<file path="config.mk">
export PLATFORM = sky130hd
export DESIGN_NAME = gcd_dispatcher
export DESIGN_NICKNAME = d
export VERILOG_FILES = /design/src/rtl/gcd_dispatcher.sv
export SDC_FILE = /design/constraint.sdc
export NUM_CORES = 1
export LEC_CHECK = 0
export CAP_MARGIN = 15
export CELL_PAD_IN_SITES_DETAIL_PLACEMENT = 1
export CELL_PAD_IN_SITES_GLOBAL_PLACEMENT = 2
export CORE_MARGIN = 3
export CORE_UTILIZATION = 48
export CTS_BUF_LIST = sky130_fd_sc_hd__clkbuf_4 sky130_fd_sc_hd__clkbuf_8 sky130_fd_sc_hd__clkbuf_16
export CTS_CLUSTER_DIAMETER = 120
export DETAILED_ROUTE_END_ITERATION = 8
export DONT_BUFFER_PORTS = 1
export MAX_ROUTING_LAYER = met4
export PLACE_DENSITY = 0.87
export SLEW_MARGIN = 10
export SYNTH_ARGS = -nofsm -noshare
export SYNTH_HDL_FRONTEND = slang
export SYNTH_SLANG_ARGS = --single-unit
</file>
<file path="constraint.sdc">
create_clock -name clk_i -period 5 [get_ports clk_i]
set_clock_uncertainty 0.15 [all_clocks]
set_input_delay 0.25 -clock clk_i [delete_from_list [all_inputs] [get_ports clk_i]]
set_output_delay 0.25 -clock clk_i [all_outputs]
set_load 0.02 [all_outputs]
</file>
<file path="src/rtl/gcd_dispatcher.sv">
// Operand-pair FIFO feeding a non-pipelined GCD engine; one job in flight,
// results returned in push order with their tag on a valid/ready port.
module gcd_dispatcher #(
  parameter int BIT_LEN    = 8,
  parameter int FIFO_DEPTH = 4,
  parameter int TAG_W      = 4
) (
  input  logic               clk_i,
  input  logic               reset,
  input  logic               in_valid,
  output logic               in_ready,
  input  logic [BIT_LEN-1:0] in_num_0,
  input  logic [BIT_LEN-1:0] in_num_1,
  input  logic [TAG_W-1:0]   in_tag,
  output logic               gcd_start,
  output logic [BIT_LEN-1:0] gcd_num_0,
  output logic [BIT_LEN-1:0] gcd_num_1,
  input  logic               gcd_busy,
  input  logic               gcd_done,
  input  logic [BIT_LEN-1:0] gcd_result,
  output logic               res_valid,
  input  logic               res_ready,
  output logic [BIT_LEN-1:0] res_gcd,
  output logic [TAG_W-1:0]   res_tag,
  output logic               idle
);

  localparam int PTR_W = $clog2(FIFO_DEPTH);
  localparam int CNT_W = PTR_W + 1;

  typedef struct packed {
    logic [BIT_LEN-1:0] num_0;
    logic [BIT_LEN-1:0] num_1;
    logic [TAG_W-1:0]   tag;
  } entry_t;

  typedef enum logic {S_IDLE, S_WAIT} state_t;

  entry_t             mem [FIFO_DEPTH];
  logic [PTR_W-1:0]   wr_ptr;
  logic [PTR_W-1:0]   rd_ptr;
  logic [CNT_W-1:0]   count;
  state_t             state;
  logic [TAG_W-1:0]   active_tag;

  logic   full;
  logic   empty;
  logic   push;
  logic   slot_free;
  logic   issue;
  logic   capture;
  entry_t head;

  assign full      = (count == CNT_W'(FIFO_DEPTH));
  assign empty     = (count == '0);
  assign push      = in_valid & ~full;
  // The result slot counts as free when its current result leaves this cycle.
  assign slot_free = ~res_valid | res_ready;
  assign issue     = (state == S_IDLE) & ~empty & slot_free & ~gcd_busy;
  assign capture   = (state == S_WAIT) & gcd_done;
  assign head      = empty ? '0 : mem[rd_ptr];

  assign in_ready  = ~full;
  assign gcd_start = issue;
  assign gcd_num_0 = head.num_0;
  assign gcd_num_1 = head.num_1;
  assign idle      = empty & (state == S_IDLE) & ~res_valid;

  // NOTE: FIFO storage has no reset; pointers and count alone say which entries are live.
  always_ff @(posedge clk_i) begin
    if (push) mem[wr_ptr] <= '{num_0: in_num_0, num_1: in_num_1, tag: in_tag};
  end

  // NOTE: all state here uses non-blocking assignments so every branch sees pre-edge values.
  always_ff @(posedge clk_i) begin
    if (reset) begin
      wr_ptr     <= '0;
      rd_ptr     <= '0;
      count      <= '0;
      state      <= S_IDLE;
      active_tag <= '0;
      res_valid  <= 1'b0;
      res_gcd    <= '0;
      res_tag    <= '0;
    end else begin
      if (push)  wr_ptr <= wr_ptr + 1'b1;
      if (issue) rd_ptr <= rd_ptr + 1'b1;
      case ({push, issue})
        2'b10:   count <= count + 1'b1;
        2'b01:   count <= count - 1'b1;
        default: count <= count;
      endcase

      case (state)
        S_IDLE: begin
          // A done pulse seen here is stray and deliberately ignored.
          if (issue) begin
            active_tag <= head.tag;
            state      <= S_WAIT;
          end
        end
        S_WAIT: begin
          if (gcd_done) begin
            res_gcd <= gcd_result;
            res_tag <= active_tag;
            state   <= S_IDLE;
          end
        end
        default: state <= S_IDLE;
      endcase

      if (capture)                    res_valid <= 1'b1;
      else if (res_valid & res_ready) res_valid <= 1'b0;
    end
  end

endmodule

</file>
Word level (Yosys, flattened, before mapping). Memory sizes are Yosys's and may differ from the RTL's. A register that Yosys moved wholly into a read port is not among the register bits. Index checks and enable logic that the tools add are counted.

Equality and inequality tests: 3. Reduce and logical (&&, ||, !) cells: 5. Mux-type cells: 11. Bitwise operators: 14. $add $sub $neg: 4.

Operator list (number): 20-bit 2-to-1 mux (1); 1-bit bitwise AND (8); 1-bit 2-to-1 mux (6); 3-bit case mux with 2 select lines (1); 1-bit NOT (5); 2-bit by 1-bit adder with 2-bit output (second input constant) (2); 2-bit 2-to-1 mux (2); 2-bit AND reduction (2); 2-bit nonzero test (2); 3-bit by 1-bit adder with 3-bit output (second input constant) (1); 3-bit == test (second input constant) (1); 3-bit zero test (1); 3-bit by 1-bit subtractor with 3-bit output (second input constant) (1); 2-bit by 1-bit == test with 1-bit output (second input constant) (1); 2-bit == test (second input constant) (1); 1-bit case mux with 2 select lines (1); 1-bit OR (1).

Bits in registers: 25. Bits in writable memories: 80. Input port bits: 34. Word-level logic and storage cells: 46. Memories kept: 1. Output and inout bits: 32.

Memory list: mem (depth 4, width 20, read ports 1, clocked after memory_dff 1, write ports 1, RTL line 39) `entry_t mem [FIFO_DEPTH];`.

Depth between registers and ports, before layout.
Word-level depth: 7. Gate-level depth with buffers: 9. Depth with buffers taken out: 8.

Worst setup path after synthesis. OpenSTA, ideal clock, no wires.

Kind: reg2reg. Start: register res_valid. End: register count[2]. Cell stages (with the launch flop): 10. Data arrival time: 2.517 ns. Path slack: 2.262 ns. Setup time: 0.070 ns. Clock period less this slack: 2.738 ns. Buffers on the path: 1. Path through: dfxtp_1 -> nor2b_1 -> buf_1 -> nor3_1 -> ha_1 -> inv_1 -> fa_1 -> xor2_1 -> or3_1 -> a21oi_1.

Word-level cells in the longest chain between the ends: 6. Elaborated cells between the ends (all ways): 8. Those cells by class: eq/ne (2); mux (1); bitwise (4); reduce/logical (1).

RTL lines: from (decl) (RTL line 21) `output logic res_valid,`; from (signal assigned) (RTL line 82) `res_valid <= 1'b0;`; from (signal assigned) (RTL line 112) `if (capture) res_valid <= 1'b1;`; from (signal assigned) (RTL line 113) `else if (res_valid & res_ready) res_valid <= 1'b0;`; 1-bit NOT (*) (RTL line 58) `assign slot_free = ~res_valid | res_ready;`; 1-bit OR (*) (RTL line 58); 1-bit bitwise AND (*) (2 in series) (RTL line 59) `assign issue = (state == S_IDLE) & ~empty & slot_free & ~gcd_busy;`; via gcd_start (RTL line 15) `output logic gcd_start,`; 2-bit by 1-bit == test with 1-bit output / 2-bit == test (equally long branches) (RTL line 88) `case ({push, issue})`; 3-bit case mux with 2 select lines / 2-bit nonzero test (equally long branches); to (signal assigned) (RTL line 89) `2'b10: count <= count + 1'b1;`; to (signal assigned) (RTL line 90) `2'b01: count <= count - 1'b1;`; to (signal assigned) (RTL line 91) `default: count <= count;`; to (decl) (RTL line 42) `logic [CNT_W-1:0] count;`.

Mark *: on every way through the listed nets, which the timed path passes. The rest lies on a longest branch. A chain may end at the register's enable or synchronous reset.

Worst setup path in the final report.
Start: register state. End: register count[2].

Word-level cells in the longest chain between the ends: 6. Elaborated cells between the ends (all ways): 8. Those cells by class: eq/ne (2); mux (1); bitwise (4); reduce/logical (1).

RTL lines: from (decl) (RTL line 43) `state_t state;`; from (signal assigned) (RTL line 80) `state <= S_IDLE;`; from (signal assigned) (RTL line 99) `state <= S_WAIT;`; from (signal assigned) (RTL line 106) `state <= S_IDLE;`; 1-bit NOT (*); 1-bit bitwise AND (*) (3 in series) (RTL line 59); via gcd_start (RTL line 15); 2-bit by 1-bit == test with 1-bit output / 2-bit == test (equally long branches) (RTL line 88); 3-bit case mux with 2 select lines / 2-bit nonzero test (equally long branches).

Marks and branches as above.

==> PnR_summary.wiki <==
{| class="wikitable"
! Metric !! Value
|-
| Global-route wire length before repair || 12.6 mm
|-
| Overall power after layout || 2.29 mW
|-
| Sum of negative setup slack || 0 ns
|-
| Mapped Nets || 316
|-
| Cell leakage power || 1.55 nW
|-
| Type of the worst setup path || reg2reg
|-
| Busiest layer in global routing || met2
|-
| Starting DRC count in detailed routing || 157
|-
| Total iterations of the first detailed-routing run || 4
|-
| Combinational fraction of design power || 25.3%
|-
| Area growth, synth to finish || 11.8%
|-
| Starting density of the core || 50.6%
|-
| Number of maximum-capacitance constraint violations || 0
|-
| CTS buffer count || 9
|-
| Vertical die dimension || 100 um
|-
| Share of final-layout standard cells stronger than drive strength 1 || 13.6%
|-
| Nets || 329
|-
| Worst VDD drop || 219 uV
|-
| Number of failing setup endpoints in the final timing report || 0
|-
| Clock transition at the registers of the reported paths || 0.10 ns
|-
| Clock Power Share || 25.5%
|-
| Die Area || 10000 um2
|-
| Power dissipated by switching net loads || 0.730 mW
|-
| Buffers inserted by post-CTS timing repair || 0
|-
| Register share of total power || 49.2%
|-
| Die width || 100 um
|-
| Number of clock sinks || 107
|-
| Async set-reset flop share out of synthesis || 0%
|-
| Slew at the pin closest to its max-slew limit || 1.09 ns
|-
| Top-level port count || 66
|-
| Leading cell types by total area after synthesis || edfxtp_1 56%, dfxtp_1 13%, mux4_2 11%
|-
| Via count || 2190
|-
| Critical path cell sequence || or2_0 -> nor3_1 -> ha_1 -> inv_1 -> fa_1 -> xor2_1 -> or3_1 -> a21oi_1
|-
| Final weighted congestion of routability-driven global placement || 0.700
|-
| #FFs+latches synth || 107
|-
| Maximum clock rate || 0.332 GHz
|-
| Worst EP arrival || 3.14 ns
|-
| Number of input and output port buffers inserted || 0
|-
| Maximum number of pins on one net before global-route repair || 27
|-
| RSZ-0062 raised after global routing || false
|-
| Core area || 8420 um2
|-
| Final critical delay including setup and external delays || 3.01 ns
|-
| Via count of the first global-routing pass || 2362
|-
| Unique cell type count in the Yosys netlist || 31
|-
| Period utilization || 60.2%
|-
| Wirelength per Cell || 19.7 um
|-
| Maximum fanout encountered on the critical timing path || 7
|-
| Synth Flop Type || edfxtp_1
|-
| Number of warnings printed during yosys synthesis || 0
|-
| Category of the worst setup path capture point || flop
|-
| Instance count of the mapped netlist || 276
|-
| CP startpoint kind || flop
|-
| Number of hold violations in the final report || 0
|-
| Overflow left after global routing || 0
|-
| Share of the yosys chip area belonging to registers || 69.1%
|-
| Number of antenna-violating nets in the routed design || 0
|-
| Drt via density || 5.49
|-
| Root cell of the clock tree || clkbuf_8
|-
| H-tree lvl count || 3
|-
| Number of non-filler instances in the completed layout || 399
|-
| Max Transition Viols Final || 0
|-
| Critical Path Max Stage Delay || 0.71 ns
|-
| Design internal power || 1.56 mW
|-
| Routed Wire Length || 7.86 mm
|-
| Fraction of synthesized cell area taken by the top area cell type || 56.4%
|-
| Number of enable flip-flop cells after synthesis || 80
|-
| DRC violations left || 0
|-
| ANT cells || 0
|-
| Cell area after synthesis || 4260 um2
|-
| Routing usage on met3 || 3.96%
|-
| Most area-hungry cell type in the Yosys netlist || edfxtp_1
|-
| Worst skew pair latency || 0.36 ns
|-
| Switching part of the total || 31.8%
|-
| Tot GR Track Use || 17.2%
|-
| CTS tree || yes
|-
| Antenna violations before repair || 0
|-
| GR met2 Demand/Resource || 26.9%
|-
| Power density of the placed cells || 481 nW/um2
|-
| Run status || finished clean
|-
| HPWL after detailed placement || 4.86 mm
|-
| Post-synthesis area per instance || 15.4 um2
|-
| Number of rows created at floorplan || 33
|-
| Max-slew headroom at the worst pin || 27.1%
|-
| Placed Cells incl. Taps || 351
|-
| Highest-delay cell along the critical path || nor3_1
|-
| Clock tree buffer depth || 2
|-
| Hold Path Class || in2reg
|-
| Minimum hold slack || 0.0340 ns
|-
| Global-route track usage on met1 || 22.0%
|-
| Data required time at the worst endpoint || 5.13 ns
|}
what timing repair did:
action	CTS	global route
hold buffers	32	0
endpoints found under the hold margin	107	0
gates resized for setup	0	0
routing by layer:
metal	routed length (um)	vias to the layer above
li1	-	1036
met1	3360	1093
met2	3970	47
met3	396	14
met4	133	0
met5	0	-
stage by stage:
stage | setup slack [ns] | util (%) | area [um2]
6_report | 1.99 | 56.6 | 4760
5_1_grt | 1.86 | 56.6 | 4760
4_1_cts | 1.96 | 56.6 | 4760
3_5_place_dp | 2.02 | 50.0 | 4210
3_3_place_gp | 2.09 | 50.0 | 4210
2_1_floorplan | 2.26 | - | 4260
critical path, delay by kind of cell, from the launching register on:
kind / cells / cell delay, ns
simple gates: 3 / 1.37
fa+ha+maj: 2 / 0.68
flops: 1 / 0.37
xor+xnor: 1 / 0.16
compound gates: 1 / 0.15
buf+inv: 1 / 0.06
path summary, 6_finish.rpt:
path                                    from                    endpoint  slack, ns  depth (start not counted)
hold reg to reg   active_tag[0]$_SDFFE_PP0P_     res_tag[0]$_SDFFE_PP0P_       0.31                          2
setup reg to reg            state$_SDFF_PP0_       count[2]$_SDFFE_PP0P_       1.99                          8
setup / recovery            state$_SDFF_PP0_       count[2]$_SDFFE_PP0P_       1.99                          8
hold / removal                      gcd_busy  active_tag[3]$_SDFFE_PP0P_       0.03                          3
Yosys cell counts, drive strengths merged, types with 2 or more instances:
| cell | n |
|---|---|
| nor3 | 3 |
| nand3 | 2 |
| nand2 | 26 |
| nand4 | 5 |
| o31ai | 5 |
| or3 | 2 |
| mux4 | 20 |
| buf | 24 |
| a21oi | 23 |
| nor2 | 6 |
| edfxtp | 80 |
| and3 | 4 |
| xor2 | 2 |
| a21o | 2 |
| ha | 5 |
| clkbuf | 7 |
| dfxtp | 27 |
| nor2b | 2 |
| inv | 6 |
| and2 | 17 |
layout make-up:
cell class                      instances  area [um2]
Fill cell                             801        3660
Sequential cell                       107        2940
Multi-Input combinational cell        132        1110
Timing Repair Buffer                   33         328
Clock buffer                           10         131
Tap cell                              105         131
Clock inverter                          6        97.6
Inverter                                6        22.5
sequential cells by signal (all words and copies together) (netlist names), named ones only:
signal / cells
active_tag: 4
rd_ptr: 2
wr_ptr: 2
state: 1
count: 3
res_gcd: 8
res_tag: 4
res_valid: 1
mem: 80
cells by family after synthesis:
group / after synthesis / synth area share, %
xor+xnor: 2 / 0.411
compound gates: 32 / 4.26
fa+ha+maj: 6 / 1.94
mux: 21 / 10.8
simple gates: 71 / 8.60
buf+inv: 37 / 4.88
flops: 107 / 69.1
power by group through the flow:
| stage | Clock, mW | Combinational [mW] | Sequential [mW] |
|---|---|---|---|
| 2_1_floorplan | 0 | 0.600 | 1.10 |
| 3_3_place_gp | 0 | 0.545 | 1.15 |
| 3_5_place_dp | 0 | 0.559 | 1.15 |
| 4_1_cts | 0.602 | 0.591 | 1.13 |
| 5_1_grt | 0.644 | 0.634 | 1.15 |
| 6_report | 0.585 | 0.580 | 1.13 |
placed cells by master (no fill, tap or decap), drive strengths merged, types with 6 or more instances in the layout:
master,netlist,routed
nand2,26,26
nor2,6,6
dfxtp,27,27
mux4,20,20
and2,17,17
clkbuf,7,10
edfxtp,80,80
a21oi,23,23
dlygate4sd3,0,32
inv,6,8
Power figures use the tool's default switching activity.
